$ cat config.mk
export PLATFORM = sky130hd
export DESIGN_NAME = auto_nav_ctrl
export DESIGN_NICKNAME = d
export VERILOG_FILES = /design/src/rtl/auto_nav_ctrl_pkg.sv /design/src/rtl/auto_nav_ctrl_det_debounce.sv /design/src/rtl/auto_nav_ctrl.sv
export SDC_FILE = /design/constraint.sdc
export NUM_CORES = 1
export LEC_CHECK = 0
export BUFFER_PORTS_ARGS = -buffer_cell sky130_fd_sc_hd__buf_2
export CAP_MARGIN = 20
export CORE_MARGIN = 2
export CORE_UTILIZATION = 40
export DETAILED_ROUTE_END_ITERATION = 8
export GPL_TIMING_DRIVEN = 1
export MAX_ROUTING_LAYER = met4
export PLACE_DENSITY = 0.57
export SYNTH_ARGS = -nofsm -noshare
export SYNTH_HDL_FRONTEND = slang
export SYNTH_SLANG_ARGS = --single-unit
$ cat constraint.sdc
create_clock -name sys_clk -period 2.9 [get_ports sys_clk]
set_input_delay 0.435 -clock sys_clk [delete_from_list [all_inputs] [get_ports sys_clk]]
set_output_delay 0.435 -clock sys_clk [all_outputs]
set_load 0.005 [all_outputs]
$ cat src/rtl/auto_nav_ctrl_pkg.sv
// Shared definitions for the autonomous navigation sequencer: state encodings,
// detector bit positions and default timing constants.
package auto_nav_ctrl_pkg;

    typedef enum logic [2:0] {
        NAV_IDLE    = 3'd0,
        NAV_SETTLE  = 3'd1,
        NAV_DECIDE  = 3'd2,
        NAV_FORWARD = 3'd3,
        NAV_TURN    = 3'd4,
        NAV_BEACON  = 3'd5
    } nav_state_t;

    localparam int DET_FRONT = 0;
    localparam int DET_LEFT  = 1;
    localparam int DET_RIGHT = 2;
    localparam int DET_BACK  = 3;

    localparam int DEF_TURN90_MS  = 900;
    localparam int DEF_TURN180_MS = 1800;
    localparam int DEF_FWD_MIN_MS = 500;
    localparam int DEF_DEB_MS     = 20;
    localparam int DEF_BEACON_EN  = 1;

    localparam int MS_W = 16;

endpackage

$ cat src/rtl/auto_nav_ctrl_det_debounce.sv
// Two-flop synchronizer plus per-bit debounce for the four obstacle detectors.
// A bit is accepted only after differing from the held value for DEB_MS ticks.
module det_debounce #(
    parameter int DEB_MS = 20
) (
    input  logic       sys_clk,
    input  logic       rst,
    input  logic       tick_ms,
    input  logic [3:0] det,
    output logic [3:0] det_db
);

    localparam int CW = (DEB_MS > 1) ? $clog2(DEB_MS) : 1;

    logic [3:0]    sync1;
    logic [3:0]    sync2;
    logic [CW-1:0] cnt [4];

    // Synchronizers reset to "blocked" so no bit starts counting out of reset.
    always_ff @(posedge sys_clk or negedge rst) begin
        if (!rst) begin
            sync1  <= 4'b1111;
            sync2  <= 4'b1111;
            det_db <= 4'b1111;
            for (int i = 0; i < 4; i++) begin
                cnt[i] <= '0;
            end
        end else begin
            sync1 <= det;
            sync2 <= sync1;
            for (int i = 0; i < 4; i++) begin
                if (sync2[i] == det_db[i]) begin
                    cnt[i] <= '0;
                end else if (tick_ms) begin
                    if (cnt[i] == CW'(DEB_MS - 1)) begin
                        det_db[i] <= sync2[i];
                        cnt[i]    <= '0;
                    end else begin
                        cnt[i] <= cnt[i] + 1'b1;
                    end
                end
            end
        end
    end

endmodule

$ cat src/rtl/auto_nav_ctrl.sv
// Autonomous right-hand-wall driving sequencer with timed turns, paced by the
// 1 ms tick; drives the same command bits as the manual and semi-auto paths.
module auto_nav_ctrl
    import auto_nav_ctrl_pkg::*;
#(
    parameter int TURN90_MS  = DEF_TURN90_MS,
    parameter int TURN180_MS = DEF_TURN180_MS,
    parameter int FWD_MIN_MS = DEF_FWD_MIN_MS,
    parameter int DEB_MS     = DEF_DEB_MS,
    parameter int BEACON_EN  = DEF_BEACON_EN
) (
    input  logic       sys_clk,
    input  logic       rst,
    input  logic       enable,
    input  logic       tick_ms,
    input  logic [3:0] det,
    output logic       move_forward,
    output logic       turn_left,
    output logic       turn_right,
    output logic       place_barrier,
    output logic [2:0] nav_state,
    output logic [7:0] turn_count
);

    nav_state_t      state;
    logic            tick_arm;
    logic            tick;
    logic            enable_q;
    logic            turn_is_left;
    logic [MS_W-1:0] ms_cnt;
    logic [MS_W-1:0] guard_cnt;
    logic [3:0]      det_db;
    logic            unused_back;

    // A tick landing on the first edge after reset release is discarded.
    assign tick        = tick_ms & tick_arm;
    assign nav_state   = state;
    assign unused_back = det_db[DET_BACK];

    det_debounce #(
        .DEB_MS (DEB_MS)
    ) u_det_debounce (
        .sys_clk (sys_clk),
        .rst     (rst),
        .tick_ms (tick),
        .det     (det),
        .det_db  (det_db)
    );

    always_ff @(posedge sys_clk or negedge rst) begin
        if (!rst) begin
            state         <= NAV_IDLE;
            tick_arm      <= 1'b0;
            enable_q      <= 1'b0;
            turn_is_left  <= 1'b0;
            ms_cnt        <= '0;
            guard_cnt     <= '0;
            turn_count    <= '0;
            move_forward  <= 1'b0;
            turn_left     <= 1'b0;
            turn_right    <= 1'b0;
            place_barrier <= 1'b0;
        end else begin
            tick_arm      <= 1'b1;
            enable_q      <= enable;
            // Commands follow the state one clock later, and drop with enable.
            move_forward  <= enable && (state == NAV_FORWARD);
            turn_left     <= enable && (state == NAV_TURN) && turn_is_left;
            turn_right    <= enable && (state == NAV_TURN) && !turn_is_left;
            place_barrier <= enable && (state == NAV_BEACON);

            if (!enable) begin
                state        <= NAV_IDLE;
                ms_cnt       <= '0;
                guard_cnt    <= '0;
                turn_is_left <= 1'b0;
            end else begin
                case (state)
                    NAV_IDLE: begin
                        if (!enable_q) begin
                            state  <= NAV_SETTLE;
                            ms_cnt <= MS_W'(DEB_MS + 2);
                        end
                    end
                    NAV_SETTLE: begin
                        if (tick) begin
                            if (ms_cnt <= MS_W'(1)) begin
                                state  <= NAV_DECIDE;
                                ms_cnt <= '0;
                            end else begin
                                ms_cnt <= ms_cnt - 1'b1;
                            end
                        end
                    end
                    NAV_DECIDE: begin
                        if (!det_db[DET_RIGHT]) begin
                            state        <= NAV_TURN;
                            turn_is_left <= 1'b0;
                            ms_cnt       <= MS_W'(TURN90_MS);
                        end else if (!det_db[DET_FRONT]) begin
                            state     <= NAV_FORWARD;
                            guard_cnt <= '0;
                        end else if (!det_db[DET_LEFT]) begin
                            state        <= NAV_TURN;
                            turn_is_left <= 1'b1;
                            ms_cnt       <= MS_W'(TURN90_MS);
                        end else begin
                            state        <= NAV_TURN;
                            turn_is_left <= 1'b0;
                            ms_cnt       <= MS_W'(TURN180_MS);
                        end
                    end
                    NAV_FORWARD: begin
                        if (tick && (guard_cnt != '0)) begin
                            guard_cnt <= guard_cnt - 1'b1;
                        end
                        if (det_db[DET_FRONT] ||
                            (!det_db[DET_RIGHT] && (guard_cnt == '0))) begin
                            state <= NAV_DECIDE;
                        end
                    end
                    NAV_TURN: begin
                        if (tick) begin
                            if (ms_cnt <= MS_W'(1)) begin
                                turn_count <= turn_count + 1'b1;
                                ms_cnt     <= '0;
                                if (BEACON_EN != 0) begin
                                    state <= NAV_BEACON;
                                end else begin
                                    state     <= NAV_FORWARD;
                                    guard_cnt <= MS_W'(FWD_MIN_MS);
                                end
                            end else begin
                                ms_cnt <= ms_cnt - 1'b1;
                            end
                        end
                    end
                    NAV_BEACON: begin
                        if (tick) begin
                            state     <= NAV_FORWARD;
                            guard_cnt <= MS_W'(FWD_MIN_MS);
                        end
                    end
                    default: begin
                        state <= NAV_IDLE;
                    end
                endcase
            end
        end
    end

endmodule
==> summary.md <==
| Metric | Value |
|---|---|
| Initial drt markers | `~220` |
| Tmin final | `2370 ps` |
| Leakage power | `0.00203 uW` |
| Vias in the first global route | `roughly 3100` |
| Critical path fanouts, max | `8` |
| Number of flops mapped to enable cells by yosys | `0` |
| DR pass1 iterations | `5` |
| Detailed placement HPWL | `6.21 mm` |
| Port Buf Inserts | `21` |
| Syn_nets | `450` |
| Vias | `about 3400` |
| Initial core utilization | `0.414` |
| H-tree levels | `3` |
| Global-route met2 utilization | `0.279` |
| Max clock buf depth | `2` |
| Final period util | `0.816` |
| N_diodes | `0` |
| Critical path endpoint category | `register` |
| Peak VDD IR | `between 0.3 and 0.4 mV` |
| CP startpoint | `ms_cnt[0]` |
| Cell area after layout | `approximately 0.0045 mm^2` |
| Worst-margin pin slew | `a little over 900 ps` |
| Slew Viols, Final | `0` |
| Worst-path clk slew | `about 90 ps` |
| Hold Fails Final Rpt | `0` |
| Core area | `just under 0.01 mm^2` |
| Pin count of the biggest net entering global routing | `75` |
| Yosys warns | `0` |
| Root Buffer | `clkbuf_8` |
| Achievable Freq | `around 420 MHz` |
| Final setup vio count | `0` |
| R2R Path Start | `ms_cnt[0]` |
| Vias per cell | `about 5.7` |
| Worst R2R Setup Slack | `approximately 530 ps` |
| Cell Area, Placed | `~0.0043 mm^2` |
| PwrDens | `slightly above 800 mW/mm^2` |
| Synthesized instance count | `between 400 and 500` |
| Status | `completed` |
| WP data required | `approximately 3200 ps` |
| Met1 Usage GRT | `0.243` |
| Setup TNS | `0 ps` |
| WL/cell | `around 16 um` |
| Die W | `105 um` |
| Netlist Area Pre-Place | `~0.004 mm^2` |
| Setup Buffers After CTS | `0` |
| Worst hold margin | `171 ps` |
| DRT Wirelength | `around 9.3 mm` |
| I/O Pins | `23` |
| Seq/Total Area, Yosys | `0.456` |
| Critical Path Start Type | `register` |
| Top cells by area, synth | `dfrtp_1 (40%), dfstp_2 (5.8%), nor2_1 (4.2%)` |
| Max-Slew Margin vs Limit | `0.377` |
| Clk_skew | `between 10 and 15 ps` |
| Largest area contributor in the netlist | `dfrtp_1` |
| Met3 usage | `0.0362` |
| Share of cells above drive strength 1 | `0.156` |
| Cell count of the worst reg-to-reg path | `7` |
| Synth Area per Inst | `9.42 um^2` |
| Yosys cell types | `around 70` |
| Post-cts hold buffer count | `0` |
| Number of remaining DRC errors | `0` |
| CTS resizes | `0` |
| Synth Register Bits | `between 70 and 80` |
| Area share of the largest cell type after synthesis | `0.398` |
| Commonest cells post-synth | `dfrtp_1 (65), nor2_1 (46), nand2_1 (35), a21oi_1 (25), nor3_1 (21)` |
| TritonCTS buffer count | `9` |
| Max Cap Viol | `0` |
| Filler instances | `961` |
| Initial antenna violation count | `0` |
| RSZ-0062 raised after global routing | `no` |
| Die Y | `between 100 and 150 um` |
| Total track usage | `0.181` |
| Full die area | `roughly 0.011 mm^2` |
| Top FF cell, synth | `dfrtp_1` |
| Nets | `between 400 and 500` |
| CTS tree | `yes` |
| Min-Delay Startpoint | `det[2]` |
| Kind of critical path | `reg -> reg` |
| First-pass GRT wire length | `about 16 mm` |
| Ys async rst share | `1.00` |
| Post-route ant nets | `0` |
| Cell with the most instances after synthesis | `dfrtp_1` |
| Worst Hold Path Cells | `1` |
| Clk Latency, worst-skew pair | `approximately 350 ps` |
| Grt total ovfl | `0` |
| Area Overhead vs Synth | `11.1%` |
| Worst Hold Class | `in -> reg` |
| Global placement routability congestion | `around 0.85` |
| CP Data Arrival Time | `2610 ps` |
| Sink Count | `between 70 and 80` |
| Row cnt | `36` |
| GRT busiest layer | `met2` |
## cell type report
class	count	area [um^2]	share of cell area
inverter	11	41.3	0.00909
timing repair buffer	30	175	0.0386
sequential	74	1860	0.410
clock inverter	7	77.6	0.0171
multi-input combinational	330	2100	0.461
tap	133	166	0.0366
clock buffer	9	124	0.0273
## power by group
part / leakage [uW] / switching (uW) / internal, uW / total (uW)
Sequential: 0.000985 / 149 / 1160 / 1300
Clock: 0.000100 / 421 / 405 / 826
Combinational: 0.000947 / 956 / 588 / 1540
## logic make-up (layout without fill, tap and decap cells)
family / after synthesis / in the layout / synth area share
xor+xnor: 15 / 15 / 0.0321
other cells: 1 / 1 / 0.000917
flops: 74 / 74 / 0.456
buf+inv: 30 / 57 / 0.0315
mux: 9 / 9 / 0.0245
compound gates: 116 / 116 / 0.188
fa+ha+maj: 8 / 8 / 0.0245
simple gates: 181 / 181 / 0.243
## path summary, 6_finish.rpt
kind                                                 to
worst max-delay path                         ms_cnt[14]
min in group asynchronous                    ms_cnt[14]
worst min register to register  u_det_debounce.sync2[0]
max in group asynchronous                  nav_state[0]
worst min-delay path            u_det_debounce.sync1[2]
worst max register to register               ms_cnt[14]
## critical path, stage by stage, from the launching register on
cell and delay, ps:
dfrtp_1 440, inv_1 80, ha_1 310, or4b_1 590, nor2_1 290, nand3b_1 150
a31o_1 240, a21o_1 170
## sequential cells by signal, summed over array words and instances (netlist names)
signal and flops:
enable_q 1, guard_cnt 16, move_forward 1, ms_cnt 16
nav_state 3, place_barrier 1, tick_arm 1, turn_count 8
turn_is_left 1, turn_left 1, turn_right 1, u_det_debounce.cnt 15
u_det_debounce.det_db 3, u_det_debounce.sync1 3, u_det_debounce.sync2 3
## cell usage in the layout (no fill, tap or decap), drive strengths merged, types with 2 or more instances in the layout
master   instances
a31oi            7
a21o             4
nand4           11
nand3b           5
nor2b            6
xor2             4
clkbuf           9
nor2            46
o2bb2ai          8
xnor2           11
o21ai           28
mux2             8
nand2b           6
nor4             8
inv             13
o211ai           4
and3             4
ha               8
nand3            6
a211o            2
dfrtp           65
and2             2
a21oi           26
o41ai            2
or3              5
nor4b            2
or4              8
dfstp            9
nor3            24
a21boi           5
o22ai            2
o31ai           11
nand2           35
or2              3
buf             30
a22o             4
a31o             2
clkinv           3
nand4b           4
## layer usage
| layer | vias up | wire length (um) | part of all wire |
|---|---|---|---|
| met5 | - | 0 | 0 |
| met4 | 0 | 139 | 0.015 |
| met3 | 14 | 300 | 0.032 |
| met2 | 62 | 4290 | 0.46 |
| met1 | 1647 | 4550 | 0.49 |
| li1 | 1649 | - | - |
## per-stage QoR
| step | utilization | cells | power, uW | setup WS (ps) |
|---|---|---|---|---|
| floorplan | - | 434 | 2460 | 851 |
| global placement | 0.440 | 578 | 2830 | 637 |
| detailed placement | 0.440 | 578 | 2850 | 604 |
| CTS | 0.461 | 594 | 3700 | 582 |
| global route | 0.461 | 594 | 3950 | 401 |
| finish | 0.461 | 594 | 3670 | 535 |
(Power assumes the default switching activity.)
